**src/rtl/svm_cfg_master.sv**
```systemverilog
// -----------------------------------------------------------------------------
// svm_cfg_master
//   Initiator side of the svm core config bus. Takes one host register
//   transaction at a time over a valid/ready handshake and issues it to the
//   core config register file as a one-cycle cfg_req_vld strobe. It collects
//   read data, or runs an optional read-back compare after a write, and then
//   returns exactly one response per accepted request.
//
// Parameters
//   ADDR_MAX     highest legal register index; anything above is rejected
//   TIMEOUT_CYC  cycles allowed in WAIT_RD before a timeout response (>= 2)
//   WR_VERIFY    1: every write is followed by a read-back compare
//
// Ports
//   clk_i              core clock, rising edge
//   rst_i              asynchronous reset, active-high
//   host_req_vld_i     host request valid
//   host_req_rdy_o     high only in IDLE
//   host_wr_i          1 = write, 0 = read
//   host_addr_i        register index
//   host_wdata_i       write data
//   host_rsp_vld_o     response valid, held until host_rsp_rdy_i
//   host_rsp_rdy_i     host accepts the response
//   host_rsp_data_o    read / read-back data, 0 for blind writes, rejects, timeouts
//   host_rsp_err_o     00 ok, 01 rejected, 10 timeout, 11 verify mismatch
//   cfg_req_vld_o      one-cycle request strobe to the register file
//   cfg_data_rb_w_o    1 = write, 0 = read (back)
//   cfg_addr_o         register index
//   cfg_data_o         write data
//   cfg_data_rd_vld_i  read data valid (may be sticky)
//   cfg_rd_data_i      read data
//   cfg_done_i         config locked; the register file ignores writes
// -----------------------------------------------------------------------------
// state    | meaning
// ---------+------------------------------------------------------------------
// IDLE     | ready for a host request
// ISSUE    | request strobe on the bus (read, or the write itself)
// VRD      | read-back strobe after a write
// WAIT_RD  | waiting for read data, bounded by the timeout counter
// RESP     | response presented until the host takes it
// -----------------------------------------------------------------------------
module svm_cfg_master #(
  parameter int ADDR_MAX    = 16,
  parameter int TIMEOUT_CYC = 16,
  parameter int WR_VERIFY   = 1
) (
  input  logic        clk_i,
  input  logic        rst_i,
  input  logic        host_req_vld_i,
  output logic        host_req_rdy_o,
  input  logic        host_wr_i,
  input  logic [15:0] host_addr_i,
  input  logic [31:0] host_wdata_i,
  output logic        host_rsp_vld_o,
  input  logic        host_rsp_rdy_i,
  output logic [31:0] host_rsp_data_o,
  output logic [1:0]  host_rsp_err_o,
  output logic        cfg_req_vld_o,
  output logic        cfg_data_rb_w_o,
  output logic [15:0] cfg_addr_o,
  output logic [31:0] cfg_data_o,
  input  logic        cfg_data_rd_vld_i,
  input  logic [31:0] cfg_rd_data_i,
  input  logic        cfg_done_i
);

  localparam int CW = (TIMEOUT_CYC > 2) ? $clog2(TIMEOUT_CYC) : 1;
  localparam logic [CW-1:0] CNT_LAST   = CW'(TIMEOUT_CYC - 1);
  localparam logic [15:0]   ADDR_MAX_L = 16'(ADDR_MAX);
  localparam bit            VERIFY_EN  = (WR_VERIFY != 0);

  localparam logic [1:0] ERR_OK  = 2'b00;
  localparam logic [1:0] ERR_REJ = 2'b01;
  localparam logic [1:0] ERR_TO  = 2'b10;
  localparam logic [1:0] ERR_VFY = 2'b11;

  typedef enum logic [2:0] {
    S_IDLE    = 3'd0,
    S_ISSUE   = 3'd1,
    S_VRD     = 3'd2,
    S_WAIT_RD = 3'd3,
    S_RESP    = 3'd4
  } state_t;

  state_t        state_q;
  logic          wr_q;
  logic [CW-1:0] cnt_q;
  logic          host_req_rdy_q;
  logic          host_rsp_vld_q;
  logic [31:0]   host_rsp_data_q;
  logic [1:0]    host_rsp_err_q;
  logic          cfg_req_vld_q;
  logic          cfg_data_rb_w_q;
  logic [15:0]   cfg_addr_q;
  logic [31:0]   cfg_data_q;

  always_ff @(posedge clk_i or posedge rst_i) begin
    if (rst_i) begin
      state_q         <= S_IDLE;
      wr_q            <= 1'b0;
      cnt_q           <= '0;
      host_req_rdy_q  <= 1'b0;
      host_rsp_vld_q  <= 1'b0;
      host_rsp_data_q <= '0;
      host_rsp_err_q  <= ERR_OK;
      cfg_req_vld_q   <= 1'b0;
      cfg_data_rb_w_q <= 1'b0;
      cfg_addr_q      <= '0;
      cfg_data_q      <= '0;
    end else begin
      // The strobe is a single-cycle pulse unless a transition re-arms it.
      cfg_req_vld_q <= 1'b0;
      case (state_q)
        S_IDLE: begin
          // Ready comes up one cycle after reset release and after each response.
          host_req_rdy_q <= 1'b1;
          if (host_req_vld_i && host_req_rdy_q) begin
            host_req_rdy_q <= 1'b0;
            wr_q           <= host_wr_i;
            cfg_addr_q     <= host_addr_i;
            cfg_data_q     <= host_wdata_i;
            // cfg_done is only looked at here; a later rise does not abort.
            if ((host_wr_i && cfg_done_i) || (host_addr_i > ADDR_MAX_L)) begin
              state_q         <= S_RESP;
              host_rsp_vld_q  <= 1'b1;
              host_rsp_data_q <= '0;
              host_rsp_err_q  <= ERR_REJ;
            end else begin
              state_q         <= S_ISSUE;
              cfg_req_vld_q   <= 1'b1;
              cfg_data_rb_w_q <= host_wr_i;
            end
          end
        end

        S_ISSUE: begin
          if (wr_q && VERIFY_EN) begin
            state_q         <= S_VRD;
            cfg_req_vld_q   <= 1'b1;
            cfg_data_rb_w_q <= 1'b0;
          end else if (wr_q) begin
            state_q         <= S_RESP;
            host_rsp_vld_q  <= 1'b1;
            host_rsp_data_q <= '0;
            host_rsp_err_q  <= ERR_OK;
          end else begin
            state_q <= S_WAIT_RD;
            cnt_q   <= '0;
          end
        end

        S_VRD: begin
          state_q <= S_WAIT_RD;
          cnt_q   <= '0;
        end

        S_WAIT_RD: begin
          // rd_vld may be left high by the responder, so it is only trusted
          // from the cycle after the strobe, which is the first WAIT_RD cycle.
          if (cfg_data_rd_vld_i) begin
            state_q         <= S_RESP;
            host_rsp_vld_q  <= 1'b1;
            host_rsp_data_q <= cfg_rd_data_i;
            if (wr_q && (cfg_rd_data_i != cfg_data_q)) begin
              host_rsp_err_q <= ERR_VFY;
            end else begin
              host_rsp_err_q <= ERR_OK;
            end
          end else if (cnt_q == CNT_LAST) begin
            state_q         <= S_RESP;
            host_rsp_vld_q  <= 1'b1;
            host_rsp_data_q <= '0;
            host_rsp_err_q  <= ERR_TO;
          end else begin
            cnt_q <= cnt_q + CW'(1);
          end
        end

        S_RESP: begin
          if (host_rsp_rdy_i) begin
            state_q        <= S_IDLE;
            host_rsp_vld_q <= 1'b0;
            host_req_rdy_q <= 1'b1;
          end
        end

        default: begin
          state_q        <= S_IDLE;
          host_rsp_vld_q <= 1'b0;
          host_req_rdy_q <= 1'b0;
        end
      endcase
    end
  end

  assign host_req_rdy_o  = host_req_rdy_q;
  assign host_rsp_vld_o  = host_rsp_vld_q;
  assign host_rsp_data_o = host_rsp_data_q;
  assign host_rsp_err_o  = host_rsp_err_q;
  assign cfg_req_vld_o   = cfg_req_vld_q;
  assign cfg_data_rb_w_o = cfg_data_rb_w_q;
  assign cfg_addr_o      = cfg_addr_q;
  assign cfg_data_o      = cfg_data_q;

endmodule

```
**config.mk**
```make
export PLATFORM = sky130hd
export DESIGN_NAME = svm_cfg_master
export DESIGN_NICKNAME = d
export VERILOG_FILES = /design/src/rtl/svm_cfg_master.sv
export SDC_FILE = /design/constraint.sdc
export NUM_CORES = 1
export LEC_CHECK = 0
export BUFFER_PORTS_ARGS = -buffer_cell sky130_fd_sc_hd__buf_2
export CAP_MARGIN = 10
export CORE_MARGIN = 4
export CORE_UTILIZATION = 49
export CTS_BUF_LIST = sky130_fd_sc_hd__clkbuf_4
export DETAILED_ROUTE_END_ITERATION = 7
export PLACE_DENSITY = 0.92
export SLEW_MARGIN = 30
export SYNTH_ARGS = -nofsm -noshare
export SYNTH_HDL_FRONTEND = slang
export SYNTH_SLANG_ARGS = --single-unit
export TNS_END_PERCENT = 5
```
**constraint.sdc**
```tcl
create_clock -name clk_i -period 4.3 [get_ports clk_i]
set_input_delay 0.86 -clock clk_i [delete_from_list [all_inputs] [get_ports clk_i]]
set_output_delay 0.86 -clock clk_i [all_outputs]
set_load 0.005 [all_outputs]
```
### Yosys cells after proc, flatten, opt, wreduce, memory -nomap -nowiden

Index checks and enable logic that the tools add are counted.

| operators by class | value |
|---|---|
| reduce and logical (&&, ||, !) cells | 17 |
| mux-type cells | 39 |
| bitwise gates (word level) | 2 |
| $lt $le $gt $ge | 1 |
| equality and inequality tests | 15 |
| $add $sub $neg | 1 |

Operator list:

| operator | number |
|---|---|
| $mux W32 | 4 |
| $pmux W32 S2 | 1 |
| $ne A32 B32 Y1 | 1 |
| $gt A16 B5 Y1 const B | 1 |
| $ne A2 B2 Y1 const B | 8 |
| $mux W3 | 5 |
| $pmux W3 S5 | 1 |
| $mux W1 | 14 |
| $mux W4 | 3 |
| $pmux W4 S3 | 1 |
| $reduce_and A4 Y1 | 3 |
| $mux W2 | 5 |
| $eq A3 B2 Y1 const B | 2 |
| $reduce_and A5 Y1 | 1 |
| $add A4 B1 Y4 const B | 1 |
| $eq A4 B4 Y1 const B | 1 |
| $pmux W1 S2 | 2 |
| $pmux W1 S4 | 1 |
| $pmux W2 S2 | 1 |
| $reduce_and A2 Y1 | 2 |
| $reduce_bool A2 Y1 | 2 |
| $eq A3 B1 Y1 const B | 1 |
| $eq A3 B3 Y1 const B | 1 |
| $logic_and A1 B1 Y1 | 3 |
| 9 further kinds | 10 |

| storage, ports and cells | value |
|---|---|
| input bits | 87 |
| flip-flop bits (word level) | 94 |
| output and inout bits | 86 |

### Longest topological paths before layout

Gate-level depths: netlist (run 1).

| logic depth | value |
|---|---|
| depth in word-level cells | 5 |
| gate-level depth with buffers | 7 |
| depth with buffers taken out | 6 |

### Worst setup path after synthesis (run 1)

OpenSTA, ideal clock, no wires.

| timing | value |
|---|---|
| path kind | input to register |
| start point | input port host_addr_i[7] |
| end point | register cfg_data_rb_w_q (netlist: cfg_data_rb_w_o) |
| path slack | 1.942 ns |
| data required time | 4.180 ns |
| buffers on the path | 0 |
| stages on the path | 5 |
| arrival time | 2.238 ns |
| path through | or4_4 a21oi_4 nand4_4 or3_4 a31o_1 |

| on the way | value |
|---|---|
| cells in the longest elaborated chain, start to end | 4 |

RTL lines:

| what | RTL line | text |
|---|---|---|
| start: declaration | 52 | `input logic [15:0] host_addr_i,` |
| $gt A16 B5 Y1 | 123 | `if ((host_wr_i && cfg_done_i) \|\| (host_addr_i > ADDR_MAX_L)) begin` |
| $logic_or A1 B1 Y1 | 123 |  |
| $ne A2 B2 Y1 (no line) | -- |  |
| $reduce_and A4 Y1 (no line) | -- |  |
| end signal: assignment | 131 | `cfg_data_rb_w_q <= host_wr_i;` |
| end: declaration | 93 | `logic cfg_data_rb_w_q;` |

No other way between the ends.
A chain may end at the register's enable or synchronous reset.

### Worst setup path after layout (run 1)

| timing | value |
|---|---|
| start point | input port host_addr_i[7] |
| end point | register state_q[2] |

| on the way | value |
|---|---|
| cells in the longest elaborated chain, start to end | 5 |

RTL lines:

| what | RTL line | text |
|---|---|---|
| $gt A16 B5 Y1 | 123 |  |
| $logic_or A1 B1 Y1 | 123 |  |
| $mux W3 | 123 |  |
| $mux W3 | 117 | `if (host_req_vld_i && host_req_rdy_q) begin` |
| $pmux W3 S5 | 113 | `case (state_q)` |
| end signal: assignment | 124 | `state_q <= S_RESP;` |
| end signal: assignment | 129 | `state_q <= S_ISSUE;` |
| end signal: assignment | 138 | `state_q <= S_VRD;` |
| end: declaration | 85 | `state_t state_q;` |

No other way between the ends. The select of a mux whose other input is x is not followed.

==> results of run 1 <==
==> cells by family (layout without fill, tap and decap cells) <==
group | after synthesis | in the layout | share of synthesized area
adder cells (fa/ha/maj) | 1 | 1 | 0.00306
buffers and inverters | 20 | 196 | 0.0334
AO/OA/AOI/OAI | 59 | 59 | 0.117
XOR/XNOR | 32 | 32 | 0.0685
AND/OR/NAND/NOR | 46 | 46 | 0.0682
multiplexers | 49 | 49 | 0.135
flip-flops | 94 | 94 | 0.575
==> where the power goes <==
part	internal (mW)	switching, mW
clock network	0.192	0.324
logic	0.707	0.579
registers	1.26	0.295
==> per-stage QoR <==
step,std cells,hold slack (ns),area (um2),util
after global placement,566,0.479,4990,0.610
after detailed placement,566,0.478,4990,0.610
after CTS,582,0.455,5150,0.629
after floorplan,301,0.485,4090,-
after global routing,582,0.486,5150,0.629
final,582,0.460,5150,0.629
==> worst max path at each step <==
stage | endpoint | slack [ns]
2_1_floorplan | cfg_addr_o[0]$_DFFE_PP0P_ | 0.99
3_3_place_gp | state_q[2]$_DFFE_PP0P_ | 1.31
3_5_place_dp | state_q[2]$_DFFE_PP0P_ | 1.19
4_1_cts | state_q[2]$_DFFE_PP0P_ | 1.66
5_1_grt | state_q[2]$_DFFE_PP0P_ | 1.60
6_report | state_q[2]$_DFFE_PP0P_ | 1.74
==> cell type report <==
| cell class | instances | share of cell area |
|---|---|---|
| clock buffer | 9 | 0.0131 |
| multi-input combinational | 187 | 0.311 |
| timing repair buffer | 175 | 0.172 |
| inverter | 5 | 0.00462 |
| sequential | 94 | 0.457 |
| clock inverter | 7 | 0.0170 |
| tap | 105 | 0.0255 |
==> cells in the mapped netlist <==
library cell,count,share of area
a21oi_4,2,0.0080
mux2_2,48,0.13
clkbuf_1,5,0.0046
inv_1,5,0.0046
or4_4,1,0.0028
nand2b_1,1,0.0015
a21oi_1,2,0.0024
nor3_4,1,0.0040
a32o_1,1,0.0024
a2bb2oi_1,1,0.0021
nand2_1,9,0.0083
nor4_1,9,0.014
or2_1,1,0.0015
or3_4,1,0.0028
nand3_1,2,0.0024
ha_1,1,0.0031
nand3b_1,3,0.0055
and2_1,1,0.0015
buf_6,7,0.019
mux2i_1,1,0.0024
o21ai_0,11,0.013
o41ai_1,1,0.0021
nand4_4,1,0.0052
o31ai_1,1,0.0018
a211oi_1,2,0.0037
a31o_1,1,0.0021
xor2_1,32,0.069
nor2b_1,1,0.0015
buf_2,1,0.0012
a31oi_1,1,0.0015
dfrtp_1,94,0.58
a211oi_2,1,0.0031
o22ai_1,1,0.0015
a22oi_1,1,0.0018
nor3_1,2,0.0024
a22o_1,33,0.071
or3_1,3,0.0046
buf_4,2,0.0037
nand4_1,2,0.0031
nor2_1,8,0.0073
==> registers in the layout, summed over array words and instances, names as in the netlist <==
name / count
state_q: 3
cfg_data_rb_w_o: 1
cfg_data_o: 32
host_rsp_vld_o: 1
host_rsp_err_o: 2
wr_q: 1
cfg_req_vld_o: 1
cnt_q: 4
host_req_rdy_o: 1
cfg_addr_o: 16
host_rsp_data_o: 32
==> layer usage <==
layer	vias to the layer above	track usage
li1	1444	-
met1	1576	0.270
met2	128	0.349
met3	23	0.0505
met4	0	0.0819
met5	-	0
==> critical path: stages <==
cell	delay, ns
buf_2	0.10
or4_4	0.54
a21oi_4	0.15
nand4_4	0.15
a21oi_4	0.78
o21ai_0	0.23
==> flow_summary.ini, run 1 <==
[drt]
drt_pre_antenna_iters = 4
ant_nets = 0
dr.first_iter.drc_count = 107
vias = 3171
avgViaCountPerCell = 5.45
wirelength_um = 10200
wl_met2_um = 5170
wl_met1_um = 4050
wl_met3_um = 727
routedWlPerCell_um = 17.5
top_layer = met4
drc_errors = 0

[timing]
fin_crit_sh = 0.594
post-route-min-period_ns = 2.56
setup_violations = 0
hold_viol_final = 0
relSlewSlack = 0.396
final_max_slew_viol_count = 0
clock_skew_ns = 0.0317
fmax_ghz = 0.391
worst_pin_slew_ns = 0.904
rsz0062_at_grt = no
tns_ns = 0
worst_slack_ns = 1.74

[cts]
cts_setup_buffers = 0
cts_max_level = 3
numCtsBuffers = 9
ctsResizeCount = 0
root_buffer = clkbuf_4
clock_path_buffers = 2
path_clk_slew_ns = 0.16
cts_tree = built
cts.sinks = 94
worstSkewPairLatency_ns = 0.45
cts_hold_buf = 0

[global_routing]
track_usage = 0.211
grt_pass1_wl_um = 16400
grt_pass1_vias = 3292
overflow = 0
antenna_found_initial = 0
grt_max_degree = 66

[floorplan]
dieArea_um2 = 9870
start_util = 0.500
ios = 173
die_x_um = 99.4
die_h_um = 99.4
core_area_um2 = 8180
num_rows = 33

[placed_design]
dp_hpwl_um = 7660
routabilityCongestion = 0.844
dp_slack_ns = 1.19
io_buffers = 172

[finish]
drive_gt1_frac = 0.518
final_cell_mix = buf_2, dfrtp_1, mux2_2
antennaDiodeCount = 0
area_delta_synth_final_pct = 25.9
multi_input_area_um2 = 1600
nNetsFinal = 560
final_common_cell = buf_2
ff_latch_area_um2 = 2350
fill_cells = 672

[power_and_ir_drop]
power_density_nw_per_um2 = 652
vdd_drop_max_mv = 0.363
power.total_mw = 3.35
leakagePower_nw = 2.59

[yosys]
ys_ff_latch = 94
netlist_instances = 301
avgSynthCellArea_um2 = 13.6
syn_nets = 389
yosysSeqAreaShare = 0.575
synth_cell_types = 40
syn_area_um2 = 4090
ys_warn_count = 0

[setup_path]
critPathArrivalTime_ns = 2.81
crit_required_ns = 4.56
reg2reg_from = cnt_q[0]$_DFFE_PP0P_
r2r_slack_ns = 1.80
cp-start-kind = primary input
worstSetupPathType = primary input to flop
critPathMaxFanout = 34
crit_path_end_kind = flop
regToRegEndpoint = state_q[2]$_DFFE_PP0P_
worstRegToRegCells = 5
worstSetupStartpoint = host_addr_i[7]

[flow_run]
maxCapViolations = 0

[outcome]
outcome = finished clean

[min_path]
hold_class = primary input to async pin
Note: power is estimated with default switching activity, not from simulation.
==> run 2: changes to the inputs <==
--- a/config.mk
+++ b/config.mk
@@ -8,10 +8,10 @@
 export BUFFER_PORTS_ARGS = -buffer_cell sky130_fd_sc_hd__buf_2
 export CAP_MARGIN = 10
 export CORE_MARGIN = 4
-export CORE_UTILIZATION = 49
+export CORE_UTILIZATION = 45
 export CTS_BUF_LIST = sky130_fd_sc_hd__clkbuf_4
 export DETAILED_ROUTE_END_ITERATION = 7
-export PLACE_DENSITY = 0.92
+export PLACE_DENSITY = 0.89
 export SLEW_MARGIN = 30
 export SYNTH_ARGS = -nofsm -noshare
 export SYNTH_HDL_FRONTEND = slang
==> constraint.sdc (replaced) <==
create_clock -name clk_i -period 2.17 [get_ports clk_i]
set_input_delay 0.434 -clock clk_i [delete_from_list [all_inputs] [get_ports clk_i]]
set_output_delay 0.434 -clock clk_i [all_outputs]
set_load 0.005 [all_outputs]
==> flow_summary.ini, run 2 (synthesis gave the netlist of run 1 again) <==
[min_path]
hold_class = primary input to flop

[drt]
drc_errors = 0
dr.first_iter.drc_count = 129
routedWlPerCell_um = 17.8
ant_nets = 0
drt_pre_antenna_iters = 4
avgViaCountPerCell = 5.32
vias = 3172
wirelength_um = 10600

[placed_design]
dp_slack_ns = 0.0905
dp_hpwl_um = 8140
routabilityCongestion = 0.857
dp_cells = 579
io_buffers = 172

[cts]
cts_hold_buf = 1
cts_max_level = 3
worstSkewPairLatency_ns = 0.43
path_clk_slew_ns = 0.16
root_buffer = clkbuf_4
cts_tree = built
clock_path_buffers = 2
cts_setup_buffers = 0
ctsResizeCount = 0
numCtsBuffers = 9
cts.sinks = 94

[power_and_ir_drop]
power.total_mw = 6.95
power_density_nw_per_um2 = 1300
leakagePower_nw = 2.68
vdd_drop_max_mv = 0.723

[global_routing]
antenna_found_initial = 0
track_usage = 0.201
grt_max_degree = 35
overflow = 0
grt_pass1_wl_um = 16700
grt_pass1_vias = 3361

[setup_path]
crit_required_ns = 2.53
crit_path_end_kind = flop
cp-start-kind = flop
slowest_delay_ns = 0.44
critPathSlowestCell = dfrtp_1
crit_path_frequent_cell = or3_1
crit_chain = ha_1, a31oi_1, nor2_1, or3_1, or3_1, a2bb2oi_1
cp_num_buf_inv = 0
worstSetupPathType = flop to flop
critPathArrivalTime_ns = 2.36
critPathMaxFanout = 6
cp_top_family = simple AND/OR/NAND/NOR gates

[timing]
setup_violations = 0
fin_crit_sh = 0.920
clock_skew_ns = 0.0189
fmax_ghz = 0.501
worst_pin_slew_ns = 0.511
rsz0062_at_grt = no
post-route-min-period_ns = 2.00
relSlewSlack = 0.656
tns_ns = 0
holdWs_ns = 0.220
hold_viol_final = 0
worst_slack_ns = 0.173
final_max_slew_viol_count = 0

[outcome]
outcome = finished clean

[finish]
final_cell_mix = buf_2, dfrtp_1, mux2_2
antennaDiodeCount = 0
nNetsFinal = 571
multi_input_area_um2 = 1600
drive_gt1_frac = 0.525
final_common_cell = buf_2
final_cells = 596
area_delta_synth_final_pct = 30.3
fill_cells = 733
ff_latch_area_um2 = 2350

[floorplan]
ios = 173
num_rows = 34
start_util = 0.467
die_h_um = 103
core_area_um2 = 8760
die_x_um = 103
dieArea_um2 = 10700

[flow_run]
maxCapViolations = 0
run 2: changes by cell type in the layout (fill, tap and decap cells not counted), sizes merged:
cell / before / now
buf: 175 / 185
bufinv: 1 / 3
clkinvlp: 0 / 1
dlygate4sd3: 0 / 1
inv: 8 / 5
run 2: worst register-to-register path, cell delays in order, from the launching register on:
cell and delay (ns):
dfrtp_1 0.44, ha_1 0.25, a31oi_1 0.23, nor2_1 0.07, or3_1 0.43, or3_1 0.37
a2bb2oi_1 0.13
run 2: routing by layer:
layer	vias to the layer above	global-route usage	share of wire
li1	1467	-	-
met1	1560	0.254	0.40
met2	129	0.344	0.51
met3	16	0.0436	0.065
met4	0	0.0677	0.018
met5	-	0	0
run 2: cell type report:
class	instances	share of cell area
well taps	108	0.0254
inverters	5	0.00423
flip-flops and latches	94	0.441
clock buffers	9	0.0127
multi-input cells	187	0.300
clock inverters	7	0.0225
repair buffers	186	0.193
run 2: final timing paths:
| path | start | end | slack (ns) | cells after the start |
|---|---|---|---|---|
| worst max register to register | cnt_q[0]$_DFFE_PP0P_ | cnt_q[3]$_DFFE_PP0P_ | 0.17 | 6 |
| worst min-delay path | host_wdata_i[10] | cfg_data_o[10]$_DFFE_PP0P_ | 0.22 | 2 |
| worst max-delay path | cnt_q[0]$_DFFE_PP0P_ | cnt_q[3]$_DFFE_PP0P_ | 0.17 | 6 |
| min in group asynchronous | rst_i | cfg_data_o[23]$_DFFE_PP0P_ | 0.53 | 3 |
| max in group asynchronous | rst_i | cnt_q[1]$_DFFE_PP0P_ | 1.03 | 4 |
| worst min register to register | host_rsp_data_o[25]$_DFFE_PP0P_ | host_rsp_data_o[25]$_DFFE_PP0P_ | 0.51 | 1 |
run 2: metrics by stage:
step,util,cell area (um2)
2_1_floorplan,-,4090
3_3_place_gp,0.586,5130
3_5_place_dp,0.586,5130
4_1_cts,0.608,5330
5_1_grt,0.608,5330
6_report,0.608,5330
run 2: report_power, final:
| group | internal, mW | switching, mW |
|---|---|---|
| logic | 1.49 | 1.20 |
| clock network | 0.589 | 0.611 |
| registers | 2.49 | 0.565 |
